[src/rtl/div_stall_unit.sv]
// Multi-cycle radix-2 restoring divider for the EX stage.
// Holds the front of the pipeline through stallreq_o until {remainder, quotient} is ready.
module div_stall_unit #(
   parameter int DATA_W = 32
) (
   input  logic                  clk,
   input  logic                  rst,
   input  logic                  start_i,
   input  logic                  annul_i,
   input  logic                  signed_i,
   input  logic [DATA_W-1:0]     opdata1_i,
   input  logic [DATA_W-1:0]     opdata2_i,
   output logic [2*DATA_W-1:0]   result_o,
   output logic                  ready_o,
   output logic                  stallreq_o
);

   localparam int CNT_W = $clog2(DATA_W + 1);
   localparam logic [CNT_W-1:0]  CNT_ONE  = CNT_W'(1);
   localparam logic [CNT_W-1:0]  CNT_LAST = CNT_W'(DATA_W);
   localparam logic [DATA_W-1:0] ONE_W    = DATA_W'(1);

   typedef enum logic [1:0] {
      ST_FREE   = 2'd0,
      ST_BYZERO = 2'd1,
      ST_ON     = 2'd2,
      ST_END    = 2'd3
   } state_t;

   state_t              state_q, state_d;
   logic [CNT_W-1:0]    cnt_q, cnt_d;
   logic [2*DATA_W:0]   dividend_q, dividend_d;
   logic [DATA_W-1:0]   divisor_q, divisor_d;
   logic                s1_q, s1_d;
   logic                s2_q, s2_d;
   logic                signed_q, signed_d;
   logic [2*DATA_W-1:0] result_q, result_d;
   logic                ready_q, ready_d;

   logic [DATA_W-1:0]   op1_abs;
   logic [DATA_W-1:0]   op2_abs;
   logic [DATA_W:0]     diff;
   logic [DATA_W-1:0]   quo_raw;
   logic [DATA_W-1:0]   rem_raw;
   logic [DATA_W-1:0]   quo_fix;
   logic [DATA_W-1:0]   rem_fix;

   // Magnitudes are taken from the live inputs; they are only captured on acceptance.
   assign op1_abs = (signed_i && opdata1_i[DATA_W-1]) ? (~opdata1_i + ONE_W) : opdata1_i;
   assign op2_abs = (signed_i && opdata2_i[DATA_W-1]) ? (~opdata2_i + ONE_W) : opdata2_i;

   // Trial subtraction of the divisor from the partial remainder plus the next dividend bit.
   assign diff    = dividend_q[2*DATA_W:DATA_W] - {1'b0, divisor_q};
   assign quo_raw = dividend_q[DATA_W-1:0];
   assign rem_raw = dividend_q[2*DATA_W:DATA_W+1];
   assign quo_fix = (signed_q && (s1_q ^ s2_q)) ? (~quo_raw + ONE_W) : quo_raw;
   assign rem_fix = (signed_q && s1_q) ? (~rem_raw + ONE_W) : rem_raw;

   always_comb begin
      state_d    = state_q;
      cnt_d      = cnt_q;
      dividend_d = dividend_q;
      divisor_d  = divisor_q;
      s1_d       = s1_q;
      s2_d       = s2_q;
      signed_d   = signed_q;
      result_d   = result_q;
      ready_d    = ready_q;
      stallreq_o = 1'b0;

      case (state_q)
         ST_FREE: begin
            result_d = '0;
            ready_d  = 1'b0;
            // Gated by rst so an EX request held through reset cannot raise a stall.
            if (start_i && !annul_i && rst) begin
               stallreq_o = 1'b1;
               cnt_d      = '0;
               dividend_d = {{DATA_W{1'b0}}, op1_abs, 1'b0};
               divisor_d  = op2_abs;
               s1_d       = opdata1_i[DATA_W-1];
               s2_d       = opdata2_i[DATA_W-1];
               signed_d   = signed_i;
               state_d    = (opdata2_i == '0) ? ST_BYZERO : ST_ON;
            end
         end

         ST_BYZERO: begin
            stallreq_o = 1'b1;
            result_d   = '0;
            if (annul_i) begin
               ready_d = 1'b0;
               state_d = ST_FREE;
            end else begin
               ready_d = 1'b1;
               state_d = ST_END;
            end
         end

         ST_ON: begin
            stallreq_o = 1'b1;
            if (annul_i) begin
               result_d = '0;
               ready_d  = 1'b0;
               state_d  = ST_FREE;
            end else if (cnt_q != CNT_LAST) begin
               if (diff[DATA_W]) begin
                  dividend_d = {dividend_q[2*DATA_W-1:0], 1'b0};
               end else begin
                  dividend_d = {diff[DATA_W-1:0], dividend_q[DATA_W-1:0], 1'b1};
               end
               cnt_d = cnt_q + CNT_ONE;
            end else begin
               result_d = {rem_fix, quo_fix};
               ready_d  = 1'b1;
               state_d  = ST_END;
            end
         end

         ST_END: begin
            if (annul_i || !start_i) begin
               result_d = '0;
               ready_d  = 1'b0;
               state_d  = ST_FREE;
            end
         end

         default: begin
            result_d = '0;
            ready_d  = 1'b0;
            state_d  = ST_FREE;
         end
      endcase
   end

   always_ff @(posedge clk or negedge rst) begin
      if (!rst) begin
         state_q    <= ST_FREE;
         cnt_q      <= '0;
         dividend_q <= '0;
         divisor_q  <= '0;
         s1_q       <= 1'b0;
         s2_q       <= 1'b0;
         signed_q   <= 1'b0;
         result_q   <= '0;
         ready_q    <= 1'b0;
      end else begin
         state_q    <= state_d;
         cnt_q      <= cnt_d;
         dividend_q <= dividend_d;
         divisor_q  <= divisor_d;
         s1_q       <= s1_d;
         s2_q       <= s2_d;
         signed_q   <= signed_d;
         result_q   <= result_d;
         ready_q    <= ready_d;
      end
   end

   assign result_o = result_q;
   assign ready_o  = ready_q;

endmodule

[config.mk]
export PLATFORM = sky130hd
export DESIGN_NAME = div_stall_unit
export DESIGN_NICKNAME = d
export VERILOG_FILES = /design/src/rtl/div_stall_unit.sv
export SDC_FILE = /design/constraint.sdc
export NUM_CORES = 1
export LEC_CHECK = 0
export ABC_AREA = 0
export BUFFER_PORTS_ARGS = -buffer_cell sky130_fd_sc_hd__buf_2
export CAP_MARGIN = 20
export CORE_MARGIN = 5
export CORE_UTILIZATION = 60
export DETAILED_ROUTE_END_ITERATION = 10
export PLACE_DENSITY = 0.92
export SYNTH_ARGS = -nofsm -noshare
export SYNTH_HDL_FRONTEND = slang
export SYNTH_SLANG_ARGS = --single-unit
[constraint.sdc]
create_clock -name clk -period 4.4 [get_ports clk]
set_clock_uncertainty 0.05 [all_clocks]
set_input_delay 0.66 -clock clk [delete_from_list [all_inputs] [get_ports clk]]
set_output_delay 0.66 -clock clk [all_outputs]
set_load 0.01 [all_outputs]
# [Word level (Yosys, flattened, before mapping)]
# Cells that the tools add are included.
[totals] out_inout_bits=66 n_memories=0 mem_bits_ro=0 ramBits=0 regBits=173 latch_bits=0
[classes] reduce_logical=18 bitwise=5 div_mod_pow=0 addsub=6 multipliers=0 n_shift=0 muxes=31 order_cmp=0 eq_ne=9
[ops] op="2-to-1 mux 65 bit" count=4
[ops] op="2-to-1 mux 64 bit" count=3
[ops] op="case mux 64 bit (3 select lines)" count=1
[ops] op="case mux 65 bit (2 select lines)" count=1
[ops] op="adder 32 x 1 -> 32 bit (second input constant)" count=4
[ops] op="2-to-1 mux 32 bit" count=4
[ops] op="NOT 32 bit" count=4
[ops] op="subtractor 33 x 32 -> 33 bit" count=1
[ops] op="zero test 32 bit" count=1
[ops] op="2-to-1 mux 6 bit" count=3
[ops] op="2-to-1 mux 2 bit" count=6
[ops] op="case mux 6 bit (2 select lines)" count=1
[ops] op="inequality test 2 bit (second input constant)" count=4
[ops] op="case mux 2 bit (4 select lines)" count=1
[ops] op="adder 6 x 1 -> 6 bit (second input constant)" count=1
[ops] op="logical AND 1 bit" count=6
[ops] op="inequality test 6 bit (second input constant)" count=1
[ops] op="2-to-1 mux 1 bit" count=5
[ops] op="equality test 2 bit (second input constant)" count=2
[ops] op="case mux 1 bit (4 select lines)" count=1
[ops] op="AND reduction 2 bit" count=2
[ops] op="AND reduction 4 bit" count=1
[ops] op="OR reduction 2 bit" count=2
[ops] op="inequality test 3 bit (second input constant)" count=1
[ops] op="other kinds (8)" count=9

# [Logic depth before layout (Yosys ltp)]
# Gate-level depths: netlist (run 1).
[logic_depth] word_depth=6 mapped_depth=15

# [Worst setup path after synthesis (run 1)]
# Ideal clock, no wire load.
[synth_path] kind="register -> register" start="register dividend_q[32]" end="register dividend_q[58]" setup_time_ns=0.126 path_slack_ns=1.262 stages_incl_launch_ff=16 arrival_ns=2.962 required_time_ns=4.224 cell_sequence="dfrtp_1 -> inv_1 -> ha_1 -> fa_1 -> nand2b_1 -> a21oi_1 -> o211ai_1 -> a21o_1 -> o221a_4 -> and3b_4 -> buf_6 -> or2_1 -> buf_6 -> buf_6 -> a32oi_1 -> o21ai_1"
[synth_between] elab_chain_len=5
[synth_lines] element="from (decl)" line="32" rtl="logic [2*DATA_W:0] dividend_q, dividend_d;"
[synth_lines] element="from (signal assigned)" line="150" rtl="dividend_q <= dividend_d;"
[synth_lines] element="subtractor 33 x 32 -> 33 bit" line="53" rtl="assign diff = dividend_q[2*DATA_W:DATA_W] - {1'b0, divisor_q};"
[synth_lines] element="2-to-1 mux 65 bit" line="107" rtl="if (diff[DATA_W]) begin"
[synth_lines] element="2-to-1 mux 65 bit" line="106" rtl="end else if (cnt_q != CNT_LAST) begin"
[synth_lines] element="2-to-1 mux 65 bit" line="102" rtl="if (annul_i) begin"
[synth_lines] element="case mux 65 bit (2 select lines)" line="71" rtl="case (state_q)"
# No other way between the ends. The select of a mux whose other input is x is not followed.
# A chain may end at the register's enable or synchronous reset.

# [Worst setup path in the final report (run 1)]
[layout_path] start="register dividend_q[32]" end="register dividend_q[46]"
# The elaborated chain is that of the path after synthesis.

==> results of run 1 <==
## state kept, by name, indices dropped and copies added (netlist names)
register	flops
cnt_q	6
dividend_q	65
divisor_q	32
ready_o	1
result_o	64
s1_q	1
s2_q	1
signed_q	1
state_q	2
## per-layer routing
metal	up-vias	wire length, µm
met1	4849	13280
li1	5046	-
met3	58	2764
met4	0	589
met2	526	13130
met5	-	0
## cell families after synthesis
kind of cell,Yosys count,synth area share
simple gates,455,0.1852
buf+inv,133,0.04666
xor+xnor,147,0.1124
compound gates,416,0.2066
fa+ha+maj,44,0.04874
flops,173,0.3781
mux,25,0.02218
## power by group
| part | total [mW] | switching, mW | internal (mW) | leakage, nW |
|---|---|---|---|---|
| Sequential | 2.89 | 0.723 | 2.17 | 2.26 |
| Clock | 1.47 | 0.711 | 0.755 | 0.278 |
| Combinational | 5.74 | 3.45 | 2.29 | 3.39 |
| Total | 10.1 | 4.88 | 5.22 | 5.93 |
## worst reg2reg max path, cell delays in order (launching register included)
cell	delay (ns)
sky130_fd_sc_hd__dfrtp_1	0.42
sky130_fd_sc_hd__inv_1	0.06
sky130_fd_sc_hd__ha_1	0.23
sky130_fd_sc_hd__fa_1	0.40
sky130_fd_sc_hd__nand2b_1	0.19
sky130_fd_sc_hd__a21oi_1	0.22
sky130_fd_sc_hd__o211ai_1	0.20
sky130_fd_sc_hd__a21o_1	0.25
sky130_fd_sc_hd__o221a_4	0.32
sky130_fd_sc_hd__a21boi_2	0.37
sky130_fd_sc_hd__or2_1	0.47
sky130_fd_sc_hd__nand2_1	0.13
sky130_fd_sc_hd__a31oi_1	0.24
## worst paths after layout
path,endpoint
min in group clk,result_o[51]
worst max-delay path,dividend_q[46]
worst min-delay path,ready_o
worst max register to register,dividend_q[46]
max in group asynchronous,dividend_q[46]
worst min register to register,result_o[51]
## final cells by class
type / instances / area share
Timing Repair Buffer: 145 / 0.05945
Multi-Input combinational cell: 1087 / 0.5168
Antenna cell: 1 / 0.0001959
Clock buffer: 17 / 0.03330
Inverter: 57 / 0.01675
Sequential cell: 173 / 0.3389
Clock inverter: 15 / 0.01175
Tap cell: 234 / 0.02292
## placed cells by master (no fill, tap or decap), drive strengths merged, types with 17 or more instances in the layout
master,count
nand2,210
o21ai,203
dfrtp,173
buf,145
a21oi,113
nor2,93
xor2,74
xnor2,73
inv,65
ha,43
nand3,31
nor3,24
mux2i,22
o31ai,22
a21o,20
nor4,18
clkbuf,17
==> results.txt, run 1 <==
In this design, the largest share of critical-path delay is due to compound AO/OA/AOI/OAI gates. STA classifies the critical path endpoint as a flop. The routability congestion estimate from global placement came out at 0.9382. For this design the ratio of total power to cell area is 790.2 nW/µm². The run gives 1594 as the final layout net count. The fraction of layout instances using a drive strength above 1 is 0.1332, and the timing-limited maximum frequency is 0.2739 GHz. The detailed-placement wirelength estimate came out at 21770 µm.

Maximum root-to-sink buffer count: 2. Ranked by total cell area, the synthesized netlist is headed by sky130_fd_sc_hd__dfrtp_1 38%, sky130_fd_sc_hd__o21ai_0 8.3%, sky130_fd_sc_hd__nand2_1 6.9%. The detailed-route wire length per cell works out to 17.21 µm. The launch point of the worst reg-to-reg path is dividend_q[32]. The total I/O pin count was 135.

The final cycle utilization of the critical path is 0.8298, and the first-pass GRT wire length is 48890 µm. After global routing, the most crowded layer is met2. The global-route track usage on met2 is 0.4106. After routing the design area is 12780 µm². Type of the most critical hold path: in2async. The logs give 0.2706 for the global-route usage over all layers and 10.10 mW for the total power draw. The netlist uses 63 different library cells.

Wires add up to 29760 µm. Across the VDD grid, the largest voltage drop is 377.6 µV. Summed over all layers, the global routing overflow is 0. The initial antenna violation count is 1. For the pin with the worst max-slew slack, the measured transition is 0.9125 ns. The proportion of netlist area held by the largest area contributor came out at 0.3781. The starting density of the core is 0.6101, and the relative area change from synthesis to final layout is 11.58%. The footprint of the multi-input gates is 6603 µm². Walking the worst path, the cells encountered are inv_1 > ha_1 > fa_1 > nand2b_1 > a21oi_1 > o211ai_1 > a21o_1 > o221a_4 > a21boi_2 > or2_1 > nand2_1 > a31oi_1.

The tree is rooted in a sky130_fd_sc_hd__clkbuf_16. The async set-reset flop share out of synthesis came out at 1.000. Data on the critical path is required at its endpoint by 4.68 ns. Buffers added to address setup during post-CTS repair amount to 0. The critical path is of the reg2reg type. Synthesis inferred 173 register bits. The setup total negative slack is 0 ns.

Across the whole layout, storage elements account for 4329 µm². The number of max-slew violations in the final report was 0; the via count of the first global-routing pass was 9731. The run gives 50 as the site row count. The worst register-to-register path has a setup slack of 0.75 ns. The number of synthesized flops with an enable pin is 0, and the total stage count of the critical path is 12.

The number of cells traversed by the worst register-to-register path works out to 12. In the synthesized netlist the dominant register cell turns out to be sky130_fd_sc_hd__dfrtp_1. Ranked by instance count, the synthesized netlist is headed by 210 x sky130_fd_sc_hd__nand2_1, 189 x sky130_fd_sc_hd__o21ai_0, 173 x sky130_fd_sc_hd__dfrtp_1. Buffers inserted during clock tree synthesis total 17.

The fraction of the yosys area taken by sequential cells was 0.3781; the number of optimization iterations in the first detailed-route pass was 5. The count of nets left with antenna violations once routing finished came out at 0. After detailed placement, the design holds a cell count of 1696. sky130_fd_sc_hd__nand2_1 is the most common cell in the netlist.

At the worst endpoint, the arrival time is 3.93 ns. The tightest slew margin relative to the limit was 0.3760. The worst setup slack after layout was 0.7490 ns. The logs give 0 for the total number of yosys warnings and 0 for the number of cells upsized or downsized after cts. The flow ran to the end, and the final reports show no timing, DRC or antenna violations. The post-synthesis cell type with the largest combined area is sky130_fd_sc_hd__dfrtp_1. The tools report the number of design-rule violations left by the first detailed-router iteration as 1079. Counting every instance in the synthesized netlist gives 1393.

Port buffering added 134 buffers. The later pin in the worst-skew pair is clocked with a latency of 0.44 ns. The average instance in the mapped netlist occupies 8.219 µm². Setup repair after global routing left no endpoint under its margin. Across all layers, the routed design uses 10480 vias. The tools report the global routing usage on met3 as 0.04723. The sum of buffers and inverters on the critical path was 1; the pin count of the biggest net entering global routing was 76. For the reported max-cap violation count, the log shows 0. The maximum cell stage delay along the critical path is 0.47 ns, and the die span in x is 148.1 µm. The tools report the end-of-flow core utilization as 0.6807. For the met1 usage, the log shows 0.4029. When the netlist entered floorplanning its net count stood at 1506. In this run the cell area measured after placement is 12200 µm². Count of hold-fix buffers inserted at cts: 0. The number of cells in the finished layout apart from fillers was 1729; the number of fill cells in the layout was 1479. The logs give 18770 µm² for the area of the placeable core and 0.8529 ns for the worst-case setup slack after placement. The beginning of the critical path is dividend_q[32]. Setup violations remaining at the end of the flow were counted as 0. For the total count of hold-check failures in the final report, the log shows 0. The count of H-tree levels built during CTS is 4, and the vertical die dimension is 148.1 µm. The post-CTS clock slew at the launch and capture registers of the worst setup and hold paths works out to 0.07 ns. TritonCTS built the clock tree. The floorplan die area came out at 21950 µm². The worst-path cell with the longest stage delay was sky130_fd_sc_hd__or2_1. Time the worst path needs with I/O delays and setup: 3.651 ns. In this run the worst path has a maximum fanout of 15.

The ratio of routed vias to standard cells was 6.061; the remaining design rule violation count was 0. Across all hold checks on the routed design, the worst slack comes to 0.04771 ns. The synthesized netlist occupies a cell area of 11450 µm².

The worst setup path is launched from a flop. The leakage power is 5.926 nW, and the number of clock sinks seen by CTS is 173.
Power figures use the tool's default switching activity.
==> run 2, diff against run 1 <==
--- a/config.mk
+++ b/config.mk
@@ -9,9 +9,9 @@
 export BUFFER_PORTS_ARGS = -buffer_cell sky130_fd_sc_hd__buf_2
 export CAP_MARGIN = 20
 export CORE_MARGIN = 5
-export CORE_UTILIZATION = 60
+export CORE_UTILIZATION = 54
 export DETAILED_ROUTE_END_ITERATION = 10
-export PLACE_DENSITY = 0.92
+export PLACE_DENSITY = 0.88
 export SYNTH_ARGS = -nofsm -noshare
 export SYNTH_HDL_FRONTEND = slang
 export SYNTH_SLANG_ARGS = --single-unit
==> constraint.sdc (replaced) <==
create_clock -name clk -period 3.3 [get_ports clk]
set_clock_uncertainty 0.05 [all_clocks]
set_input_delay 0.495 -clock clk [delete_from_list [all_inputs] [get_ports clk]]
set_output_delay 0.495 -clock clk [all_outputs]
set_load 0.01 [all_outputs]
==> results.txt, run 2 (synthesis results as in run 1) <==
The flow ran to the end, and the final reports show no timing, DRC or antenna violations. Type of the worst setup path: reg2reg. Measured along the y axis, the die boundary spans 155.6 µm.

Summing internal, switching and leakage power gives 14.20 mW. For this run, design rule violations remaining after detail routing come to 0. The worst setup slack after layout was 0.1575 ns. The worst setup path is launched from a flop. The detailed-route wire length per cell was 17.15 µm; the final cycle utilization of the critical path was 0.9523. The core region is 20960 µm². The end-of-flow core utilization came out at 0.6361. The run gives 17 as the number of CTS-inserted buffers. More flip-flops sit in one register than any other, and that register is dividend_q.

The leakage power came out at 6.223 nW. OpenSTA, run right after detailed placement, puts the worst setup slack at 0.05136 ns. The run gives 0 as the remaining global-route overflow. Type of the most critical hold path: in2reg. Launch point of the worst reg-to-reg path: dividend_q[32]. The tightest slew margin relative to the limit is 0.5323. In this design, the stage delay of the slowest critical-path cell is 0.36 ns. The fraction of layout instances using a drive strength above 1 was 0.1649. Maximum vdd ir drop: 478.9 µV. In this run the core area contains 53 standard-cell rows.

The ratio of routed vias to standard cells is 5.867, and the peak fanout along the critical path is 7. Subtracting the final worst setup slack from the clock period gives 3.143 ns. The top cell types in the final layout, fill and taps aside, are 210 x sky130_fd_sc_hd__nand2_1, 187 x sky130_fd_sc_hd__o21ai_0, 173 x sky130_fd_sc_hd__dfrtp_1. The count of H-tree levels built during CTS is 4. At the worst endpoint, the arrival time is 3.42 ns. The floorplan step defined a die boundary enclosing 24220 µm².

The number of buffers and inverters on the critical path is 2. The signal on the critical path passes through inv_1 > ha_1 > fa_2 > nand2b_4 > a21oi_2 > o211ai_1 > a21o_1 > o221a_4 > and3b_4 > or2_1 > buf_4 > a32oi_1 > o21ai_1. The via count of the first global-routing pass was 10270. The commonest non-fill, non-tap cell in the layout was sky130_fd_sc_hd__nand2_1. The clock passes through at most 2 buffers. At the end of routability-driven placement, the weighted congestion stood at 0.9386. The logs give 173 for the number of clock sinks seen by CTS and 86 for the pin count of the biggest net entering global routing. The starting density of the core is 0.5464, and the relative area change from synthesis to final layout is 16.41%. From left edge to right edge, the die measures 155.6 µm. The final wirelength came out at 31250 µm. Detailed placement ended at an HPWL of 23370 µm.

For the worst-skew pair, the clock arrives at the later sink with an insertion delay of 0.45 ns. The final layout net count came out at 1646. Setup repair after global routing could not meet its margin everywhere. The detail route stage leaves a number of antenna-violating nets equal to 0. The tool flagged a number of max-cap violations equal to 0.

The initial antenna violation count was 1. The beginning of the critical path is dividend_q[32]. For this run, the top clock speed supported by timing is 0.3182 GHz. 135 I/O pins were placed. The flip-flop count of the largest register after layout was 65. Grouping stages by cell kind, the critical path spends the most delay in compound AO/OA/AOI/OAI gates. STA puts the critical path data required time at 3.58 ns.

The measured slew at the worst slew-check pin was 0.7015 ns. The largest individual stage delay along the critical path comes from the cell sky130_fd_sc_hd__fa_2. The run gives 5 as the number of optimization iterations in the first detailed-route pass. The worst hold path startpoint was opdata2_i[15]. The global-route usage over all layers was 0.2599. The total count of hold-check failures in the final report was 0. The nature of the critical path endpoint is a flop. The first global-routing pass estimated 51830 µm of wire.

The number of max-slew violations in the final report was 0; the areal power density over the cells was 1065 nW/µm². The run gives 1049 as the number of design-rule violations left by the first detailed-router iteration. TritonCTS built the clock tree. Detailed routing inserted a total of 10690 vias. The post-CTS clock slew at the launch and capture registers of the worst setup and hold paths was 0.08 ns; the final setup violation count was 0.

Port buffer count: 134. The clock tree root driver cell was sky130_fd_sc_hd__clkbuf_16.
-- run 2: metal layers --
layer  GRT usage  share of wire  vias to the layer above
met2      0.3924           0.45                      415
met4     0.06961          0.016                        0
met3     0.04660          0.077                       45
met1      0.3880           0.46                     5091
met5           0              0                        -
li1            -              -                     5139
-- run 2: metrics by stage --
step | setup TNS [ns] | cells | area [µm²] | hold slack (ns)
after floorplan | 0 | 1393 | 11450 | 0.1494
after global placement | 0 | 1786 | 12640 | 0.3491
after detailed placement | 0 | 1786 | 12640 | 0.3503
after CTS | 0 | 1819 | 13270 | 0.2944
after global routing | -0.01808 | 1822 | 13330 | 0.3181
final | 0 | 1822 | 13330 | 0.2993
-- run 2: timing repair --
action                     4_1_cts  5_1_grt
setup endpoints to repair        0       29
setup buffers                    0        1
resized for setup                0       10
hold endpoints to repair        33        0
hold buffers                     1        0
-- run 2: worst paths after layout --
kind	end	slack, ns	cells after the start
worst max register to register	dividend_q[58]	0.16	13
worst min-delay path	divisor_q[15]	0.30	3
worst max-delay path	dividend_q[58]	0.16	13
min in group asynchronous	state_q[0]	0.46	2
worst min register to register	result_o[49]	0.42	2
max in group asynchronous	dividend_q[53]	1.16	4
-- run 2: layout make-up --
type	instances	area, µm²
Inverter	57	214.0
Antenna cell	1	2.502
Clock buffer	17	425.4
Timing Repair Buffer	197	1190
Multi-Input combinational cell	1087	6635
Fill cell	1750	7626
Clock inverter	15	188.9
Sequential cell	173	4329
Tap cell	275	344.1
-- run 2: where the power goes --
part | internal, mW | switching, mW | total [mW]
clock | 1.03 | 1.04 | 2.08
combinational | 3.50 | 4.90 | 8.39
sequential | 2.89 | 0.838 | 3.73
total | 7.42 | 6.78 | 14.2
-- run 2: worst min-delay path, cell delays in order --
cell and delay, ns:
sky130_fd_sc_hd__buf_2 0.09, sky130_fd_sc_hd__xnor2_1 0.11, sky130_fd_sc_hd__o21ai_0 0.06
